$ cat src/rtl/ram_ctrl_rmw_pkg.sv
// Shared constants for the opcode-bus scratch RAM: bus widths, block select,
// operation codes and controller state encodings.
package ram_ctrl_rmw_pkg;

    localparam int RAM_DATA_WIDTH = 16;
    localparam int RAM_ADDR_WIDTH = 8;
    localparam logic [3:0] RAM_OP_NIBBLE_DEFAULT = 4'h4;

    localparam logic [3:0] RAM_WRITE = 4'h1;
    localparam logic [3:0] RAM_READ  = 4'h2;
    localparam logic [3:0] RAM_ADD   = 4'h3;
    localparam logic [3:0] RAM_CLEAR = 4'h4;

    localparam logic [1:0] ST_IDLE  = 2'd0;
    localparam logic [1:0] ST_RMW   = 2'd1;
    localparam logic [1:0] ST_CLEAR = 2'd2;

endpackage

$ cat src/rtl/ram_ctrl_rmw_if.sv
// Opcode/operand command bus with valid/ready handshake and read-result strobe.
interface ram_ctrl_rmw_if
    import ram_ctrl_rmw_pkg::*;
#(
    parameter int DATA_WIDTH = RAM_DATA_WIDTH
);
    logic [DATA_WIDTH-1:0] opcode;
    logic [DATA_WIDTH-1:0] operand;
    logic [DATA_WIDTH-1:0] write_data;
    logic                  cmd_valid;
    logic                  cmd_ready;
    logic [DATA_WIDTH-1:0] read_data;
    logic                  read_valid;
    logic                  carry;
    logic                  busy;

    modport master (
        output opcode, operand, write_data, cmd_valid,
        input  cmd_ready, read_data, read_valid, carry, busy
    );

    modport slave (
        input  opcode, operand, write_data, cmd_valid,
        output cmd_ready, read_data, read_valid, carry, busy
    );
endinterface

$ cat src/rtl/ram_sp_array.sv
// Plain single-port storage: synchronous write, registered read-first output.
module ram_sp_array #(
    parameter int DATA_WIDTH = 16,
    parameter int ADDR_WIDTH = 8
) (
    input  logic                  clk,
    input  logic                  we,
    input  logic [ADDR_WIDTH-1:0] addr,
    input  logic [DATA_WIDTH-1:0] wdata,
    output logic [DATA_WIDTH-1:0] rdata
);
    logic [DATA_WIDTH-1:0] mem_reg [0:(2**ADDR_WIDTH)-1];
    logic [DATA_WIDTH-1:0] rdata_reg;

    always_ff @(posedge clk) begin
        if (we) begin
            mem_reg[addr] <= wdata;
        end
        rdata_reg <= mem_reg[addr];
    end

    assign rdata = rdata_reg;
endmodule

$ cat src/rtl/ram_ctrl_rmw.sv
// Opcode-decoded scratch RAM controller: write, read, atomic add and clear-all
// sweep around a single-port array, with a registered result strobe.
module ram_ctrl_rmw
    import ram_ctrl_rmw_pkg::*;
#(
    parameter int         DATA_WIDTH    = RAM_DATA_WIDTH,
    parameter int         ADDR_WIDTH    = RAM_ADDR_WIDTH,
    parameter logic [3:0] RAM_OP_NIBBLE = RAM_OP_NIBBLE_DEFAULT
) (
    input logic           clk,
    input logic           reset,
    ram_ctrl_rmw_if.slave bus
);
    logic [1:0]            state_reg, state_next;
    logic [ADDR_WIDTH-1:0] addr_reg;
    logic [DATA_WIDTH-1:0] addend_reg;
    logic [ADDR_WIDTH-1:0] sweep_reg;
    logic                  valid_reg;
    logic                  add_sel_reg;
    logic [DATA_WIDTH-1:0] sum_reg;
    logic                  carry_reg;

    logic [3:0]            op;
    logic [ADDR_WIDTH-1:0] addr_in;
    logic                  accept;
    logic [DATA_WIDTH:0]   sum;
    logic                  ram_we;
    logic [ADDR_WIDTH-1:0] ram_addr;
    logic [DATA_WIDTH-1:0] ram_wdata;
    logic [DATA_WIDTH-1:0] ram_rdata;
    logic                  unused_bits;

    assign op          = bus.opcode[11:8];
    assign addr_in     = bus.operand[ADDR_WIDTH-1:0];
    assign accept      = bus.cmd_valid && (state_reg == ST_IDLE)
                         && (bus.opcode[15:12] == RAM_OP_NIBBLE);
    assign sum         = {1'b0, ram_rdata} + {1'b0, addend_reg};
    assign unused_bits = ^{bus.opcode[7:0], bus.operand[DATA_WIDTH-1:ADDR_WIDTH]};

    // Port mux; writes are suppressed during reset so an interrupted ADD or
    // CLEAR leaves the remaining memory untouched.
    always_comb begin
        ram_we    = 1'b0;
        ram_addr  = addr_in;
        ram_wdata = bus.write_data;
        case (state_reg)
            ST_IDLE:  ram_we = accept && (op == RAM_WRITE);
            ST_RMW: begin
                ram_we    = 1'b1;
                ram_addr  = addr_reg;
                ram_wdata = sum[DATA_WIDTH-1:0];
            end
            ST_CLEAR: begin
                ram_we    = 1'b1;
                ram_addr  = sweep_reg;
                ram_wdata = '0;
            end
            default:  ram_we = 1'b0;
        endcase
        ram_we = ram_we && reset;
    end

    always_comb begin
        state_next = state_reg;
        case (state_reg)
            ST_IDLE: begin
                if (accept && (op == RAM_ADD))   state_next = ST_RMW;
                if (accept && (op == RAM_CLEAR)) state_next = ST_CLEAR;
            end
            ST_RMW:   state_next = ST_IDLE;
            ST_CLEAR: if (sweep_reg == '1) state_next = ST_IDLE;
            default:  state_next = ST_IDLE;
        endcase
    end

    always_ff @(posedge clk) begin
        if (!reset) begin
            state_reg   <= ST_IDLE;
            valid_reg   <= 1'b0;
            add_sel_reg <= 1'b0;
            sum_reg     <= '0;
            carry_reg   <= 1'b0;
            sweep_reg   <= '0;
        end else begin
            state_reg   <= state_next;
            valid_reg   <= (accept && (op == RAM_READ)) || (state_reg == ST_RMW);
            add_sel_reg <= (state_reg == ST_RMW);
            sum_reg     <= (state_reg == ST_RMW) ? sum[DATA_WIDTH-1:0] : '0;
            carry_reg   <= (state_reg == ST_RMW) && sum[DATA_WIDTH];
            if (accept && (op == RAM_CLEAR)) begin
                sweep_reg <= '0;
            end else if (state_reg == ST_CLEAR) begin
                sweep_reg <= sweep_reg + 1'b1;
            end
            if (accept) begin
                addr_reg   <= addr_in;
                addend_reg <= bus.write_data;
            end
        end
    end

    ram_sp_array #(
        .DATA_WIDTH (DATA_WIDTH),
        .ADDR_WIDTH (ADDR_WIDTH)
    ) u_array (
        .clk   (clk),
        .we    (ram_we),
        .addr  (ram_addr),
        .wdata (ram_wdata),
        .rdata (ram_rdata)
    );

    // READ data comes straight from the array's output register; ADD results
    // from sum_reg. Both are forced to zero outside the strobe.
    assign bus.read_data  = !valid_reg ? '0 : (add_sel_reg ? sum_reg : ram_rdata);
    assign bus.read_valid = valid_reg;
    assign bus.carry      = carry_reg;
    assign bus.cmd_ready  = (state_reg == ST_IDLE);
    assign bus.busy       = (state_reg != ST_IDLE);
endmodule

$ cat src/flat_wrapper.sv
// flat-port wrapper written by rule: the top's interface ports become plain ports
module ram_ctrl_rmw_flat import ram_ctrl_rmw_pkg::*;
#(
    parameter int         DATA_WIDTH    = RAM_DATA_WIDTH,
    parameter int         ADDR_WIDTH    = RAM_ADDR_WIDTH,
    parameter logic [3:0] RAM_OP_NIBBLE = RAM_OP_NIBBLE_DEFAULT
)
  (clk, reset, bus_opcode, bus_operand, bus_write_data, bus_cmd_valid, bus_cmd_ready, bus_read_data, bus_read_valid, bus_carry, bus_busy);
  ram_ctrl_rmw_if #(.DATA_WIDTH(DATA_WIDTH)) bus_i ();
  input logic clk;
  input logic reset;
  input wire logic [$bits(bus_i.opcode)-1:0] bus_opcode;
  input wire logic [$bits(bus_i.operand)-1:0] bus_operand;
  input wire logic [$bits(bus_i.write_data)-1:0] bus_write_data;
  input wire logic [$bits(bus_i.cmd_valid)-1:0] bus_cmd_valid;
  output wire logic [$bits(bus_i.cmd_ready)-1:0] bus_cmd_ready;
  output wire logic [$bits(bus_i.read_data)-1:0] bus_read_data;
  output wire logic [$bits(bus_i.read_valid)-1:0] bus_read_valid;
  output wire logic [$bits(bus_i.carry)-1:0] bus_carry;
  output wire logic [$bits(bus_i.busy)-1:0] bus_busy;
  assign bus_i.opcode = bus_opcode;
  assign bus_i.operand = bus_operand;
  assign bus_i.write_data = bus_write_data;
  assign bus_i.cmd_valid = bus_cmd_valid;
  assign bus_cmd_ready = bus_i.cmd_ready;
  assign bus_read_data = bus_i.read_data;
  assign bus_read_valid = bus_i.read_valid;
  assign bus_carry = bus_i.carry;
  assign bus_busy = bus_i.busy;
  ram_ctrl_rmw #(.DATA_WIDTH(DATA_WIDTH), .ADDR_WIDTH(ADDR_WIDTH), .RAM_OP_NIBBLE(RAM_OP_NIBBLE)) u_core (.clk(clk), .reset(reset), .bus(bus_i));
endmodule
$ cat config.mk
export PLATFORM = sky130hd
export DESIGN_NAME = ram_ctrl_rmw_flat
export DESIGN_NICKNAME = d
export VERILOG_FILES = /design/src/rtl/ram_ctrl_rmw_pkg.sv /design/src/rtl/ram_ctrl_rmw_if.sv /design/src/rtl/ram_sp_array.sv /design/src/rtl/ram_ctrl_rmw.sv /design/src/flat_wrapper.sv
export SDC_FILE = /design/constraint.sdc
export NUM_CORES = 2
export LEC_CHECK = 0
export CORE_UTILIZATION = 30
export CTS_BUF_LIST = sky130_fd_sc_hd__clkbuf_16
export CTS_CLUSTER_SIZE = 25
export DETAILED_ROUTE_END_ITERATION = 12
export DONT_BUFFER_PORTS = 1
export HOLD_SLACK_MARGIN = 0.12
export SYNTH_ARGS = -nofsm -noshare
export SYNTH_HDL_FRONTEND = slang
export SYNTH_SLANG_ARGS = --single-unit
$ cat constraint.sdc
create_clock -name clk -period 14.1 [get_ports clk]
set_clock_uncertainty 0.15 [all_clocks]
set_input_delay 2.82 -clock clk [delete_from_list [all_inputs] [get_ports clk]]
set_output_delay 2.82 -clock clk [all_outputs]
set_load 0.05 [all_outputs]
==> impl_metrics.tcl <==
set metrics [dict create \
    dieArea_um2 560000 \
    clockBufferDepth 4 \
    critPathCaptureType "register" \
    drt-total-wl_um 477000 \
    rrSetupSlack_ns 7.06 \
    max_slew_margin -0.0592 \
    tns_ns 0 \
    cts_made_buffers 415 \
    hold_depth 2 \
    layout_setup_ws_ns 6.63 \
    largest_reg_flops 4096 \
    setup_viol 0 \
    yosysWarningCount 0 \
    drc 0 \
    num_rows 273 \
    power_density_nw_per_um2 136 \
    synthDistinctLibCells 49 \
    finalPower_w 0.0259 \
    grt_pass1_wl_um 686000 \
    grt_max_degree 192 \
    dpl_cell_area_um2 177000 \
    cts_sinks 4165 \
    arrival_ns 7.96 \
    peakVddDrop_v 0.0000984 \
    yosysTopAreaCell "edfxtp_1" \
    drive_above_1_share 0.106 \
    cts_tree "yes" \
    synthFlopType "edfxtp_1" \
    core_area_um2 554000 \
    drv_cap 0 \
    fin_crit_sh 0.529 \
    routedWlPerCell_um 23.9 \
    cts_resized 0 \
    gr-usage-all-layers 0.162 \
    holdCritPathClass "register to register" \
    post_cts_buffers 0 \
    portBuffers 0 \
    layout_min_cycle_time_ns 7.47 \
    status "finished, violations left" \
    drt-initial-drc-count 12921 \
    hold_violations 0 \
    die_y_um 748 \
    cts_hold_buf 0 \
    antenna_found_initial 22 \
    leakagePower_nw 62.5 \
    whs_endpoint "u_core.state_reg[1]" \
    ys_ff_latch 4165 \
    syn_inst 12230 \
    fmax_mhz 134 \
    hp-start "u_core.state_reg[1]" \
    grt_overflow 0 \
    cts_max_level 5 \
    reg2reg_to "u_core.u_array.mem_reg[212][14]" \
    final_nets 12221 \
    gp_congestion 0.824 \
    violations "max-slew violations" \
    dp_slack_ns 5.89 \
    drt-vias-per-instance 5.20 \
    num_io_pins 71 \
    synth_edf_count 4120 \
    ys_seq_area_frac 0.746 \
    nFillCells 52934 \
    grt_setup_unrepaired "false" \
    synthArstFlopShare 0 \
    ant_nets 0 \
    clk_latency_ns 1.00 \
    syn_area_per_cell_um2 13.7 \
    synth.area.top_cells "edfxtp_1, nand2_1, o211ai_1" \
    synth_top_area_frac 0.741 \
    first_pass_iters 6 \
    finalInstanceArea_um2 190000 \
    rr_worst_depth 12 \
    syn_nets 12303 \
    start_kind "primary input" \
    hpwl_um 262000 \
    crit_type "primary input to register" \
    clk_pin_slew_ns 0.06 \
    worst_slew_pin_slew_ns 1.59 \
    synth_area_um2 167000 \
    vias 103665 \
    worstReg2RegStart "u_core.state_reg[1]" \
    critPathRequiredTime_ns 14.59 \
    die_w_um 748 \
    maxSlewViolCount 56 \
    area_growth_syn_to_layout_pct 13.7 \
    crit_fanout 120 \
    first_global_vias 97266 \
    cts_root_buf "clkbuf_16" \
    start_util 0.302 \
]
## layer usage
metal,vias up,GRT usage,wire length (µm),share of wire
li1,45843,-,-,-
met2,4566,0.255,219000,0.46
met5,-,0,69,0.00014
met3,777,0.0272,41700,0.087
met1,52469,0.229,200000,0.42
met4,10,0.0529,16200,0.034
## report_power, final
part / switching (W) / internal (W) / total, W / leakage (nW)
logic: 0.00115 / 0.000362 / 0.00151 / 18.4
registers: 0.0000297 / 0.0136 / 0.0137 / 37.4
clock network: 0.00478 / 0.00598 / 0.0108 / 6.79
## placed cells by master, fill, tap and decap left out, drive strengths merged, types with 40 or more instances in the layout
cell / count
edfxtp: 4120
nand2: 3129
nand3: 794
o211ai: 770
and3: 515
a311oi: 512
clkbuf: 418
buf: 408
inv: 367
nor2: 319
mux2: 256
clkinv: 210
nand4: 132
o41ai: 128
a21oi: 80
dfxtp: 45
o21ai: 40
## through the flow
step                instances  utilization  hold WS, ns
floorplan               12230            -        0.352
global placement        19156        0.319        0.388
detailed placement      19156        0.319        0.388
CTS                     19927        0.343        0.406
global route            19928        0.343        0.418
finish                  19931        0.343        0.406
## kinds of logic after synthesis
logic type	count (synthesis)	synth area share
and+or+nand+nor	4923	0.127
adders and majority gates	22	0.00169
AOI/OAI and AO/OA	1651	0.0781
DFF	4165	0.746
buffers and inverters	1176	0.0278
muxes	273	0.0183
xor gates and xnor gates	20	0.00105
## cell usage after synthesis, types with 9 or more instances
library cell and instances:
nand4_1 132, and3_1 515, a311oi_1 512, buf_2 168, dfxtp_1 45, a221o_1 32
nand3_1 794, ha_1 21, nor2b_1 20, inv_1 268, mux2_1 33, nand2_1 3129
a22o_1 32, nor2_1 319, edfxtp_1 4120, buf_1 154, o211ai_1 770, o2bb2ai_1 13
xnor2_1 9, mux2_2 223, a22oi_1 23, o41ai_1 128, o21ai_0 39, a21oi_1 80
clkbuf_1 579, xor2_1 11, mux2i_1 17
## final cells by class
cell class | count | area (µm²) | area share
Timing Repair Buffer | 408 | 3480 | 0.0183
Clock inverter | 353 | 2690 | 0.0141
Inverter | 269 | 1020 | 0.00536
Antenna cell | 4 | 10.0 | 0.0000527
Sequential cell | 4165 | 125000 | 0.656
Tap cell | 7425 | 9290 | 0.0489
Multi-Input combinational cell | 6889 | 38400 | 0.202
Clock buffer | 418 | 10500 | 0.0551
## critical path: stages
cell and delay, ns:
nand2b_4 0.29, buf_4 0.65, o21ai_4 0.28, buf_12 0.29, buf_12 0.36, nor2_1 0.48
nand2_2 0.70, buf_4 0.50, nor2_1 0.71, buf_4 0.35
## worst max path at each step
stage	startpoint	to	slack (ns)	cells after the start
3_3_place_gp	bus_operand[0]	u_core.u_array.mem_reg[212][12]	5.94	10
4_1_cts	bus_operand[0]	u_core.u_array.mem_reg[212][14]	6.95	10
2_1_floorplan	bus_write_data[0]	u_core.u_array.mem_reg[0][0]	3.40	2
6_report	bus_operand[0]	u_core.u_array.mem_reg[212][14]	6.63	10
5_1_grt	bus_operand[0]	u_core.u_array.mem_reg[212][14]	6.71	10
3_5_place_dp	bus_operand[0]	u_core.u_array.mem_reg[212][4]	5.89	10
(Power assumes the default switching activity.)
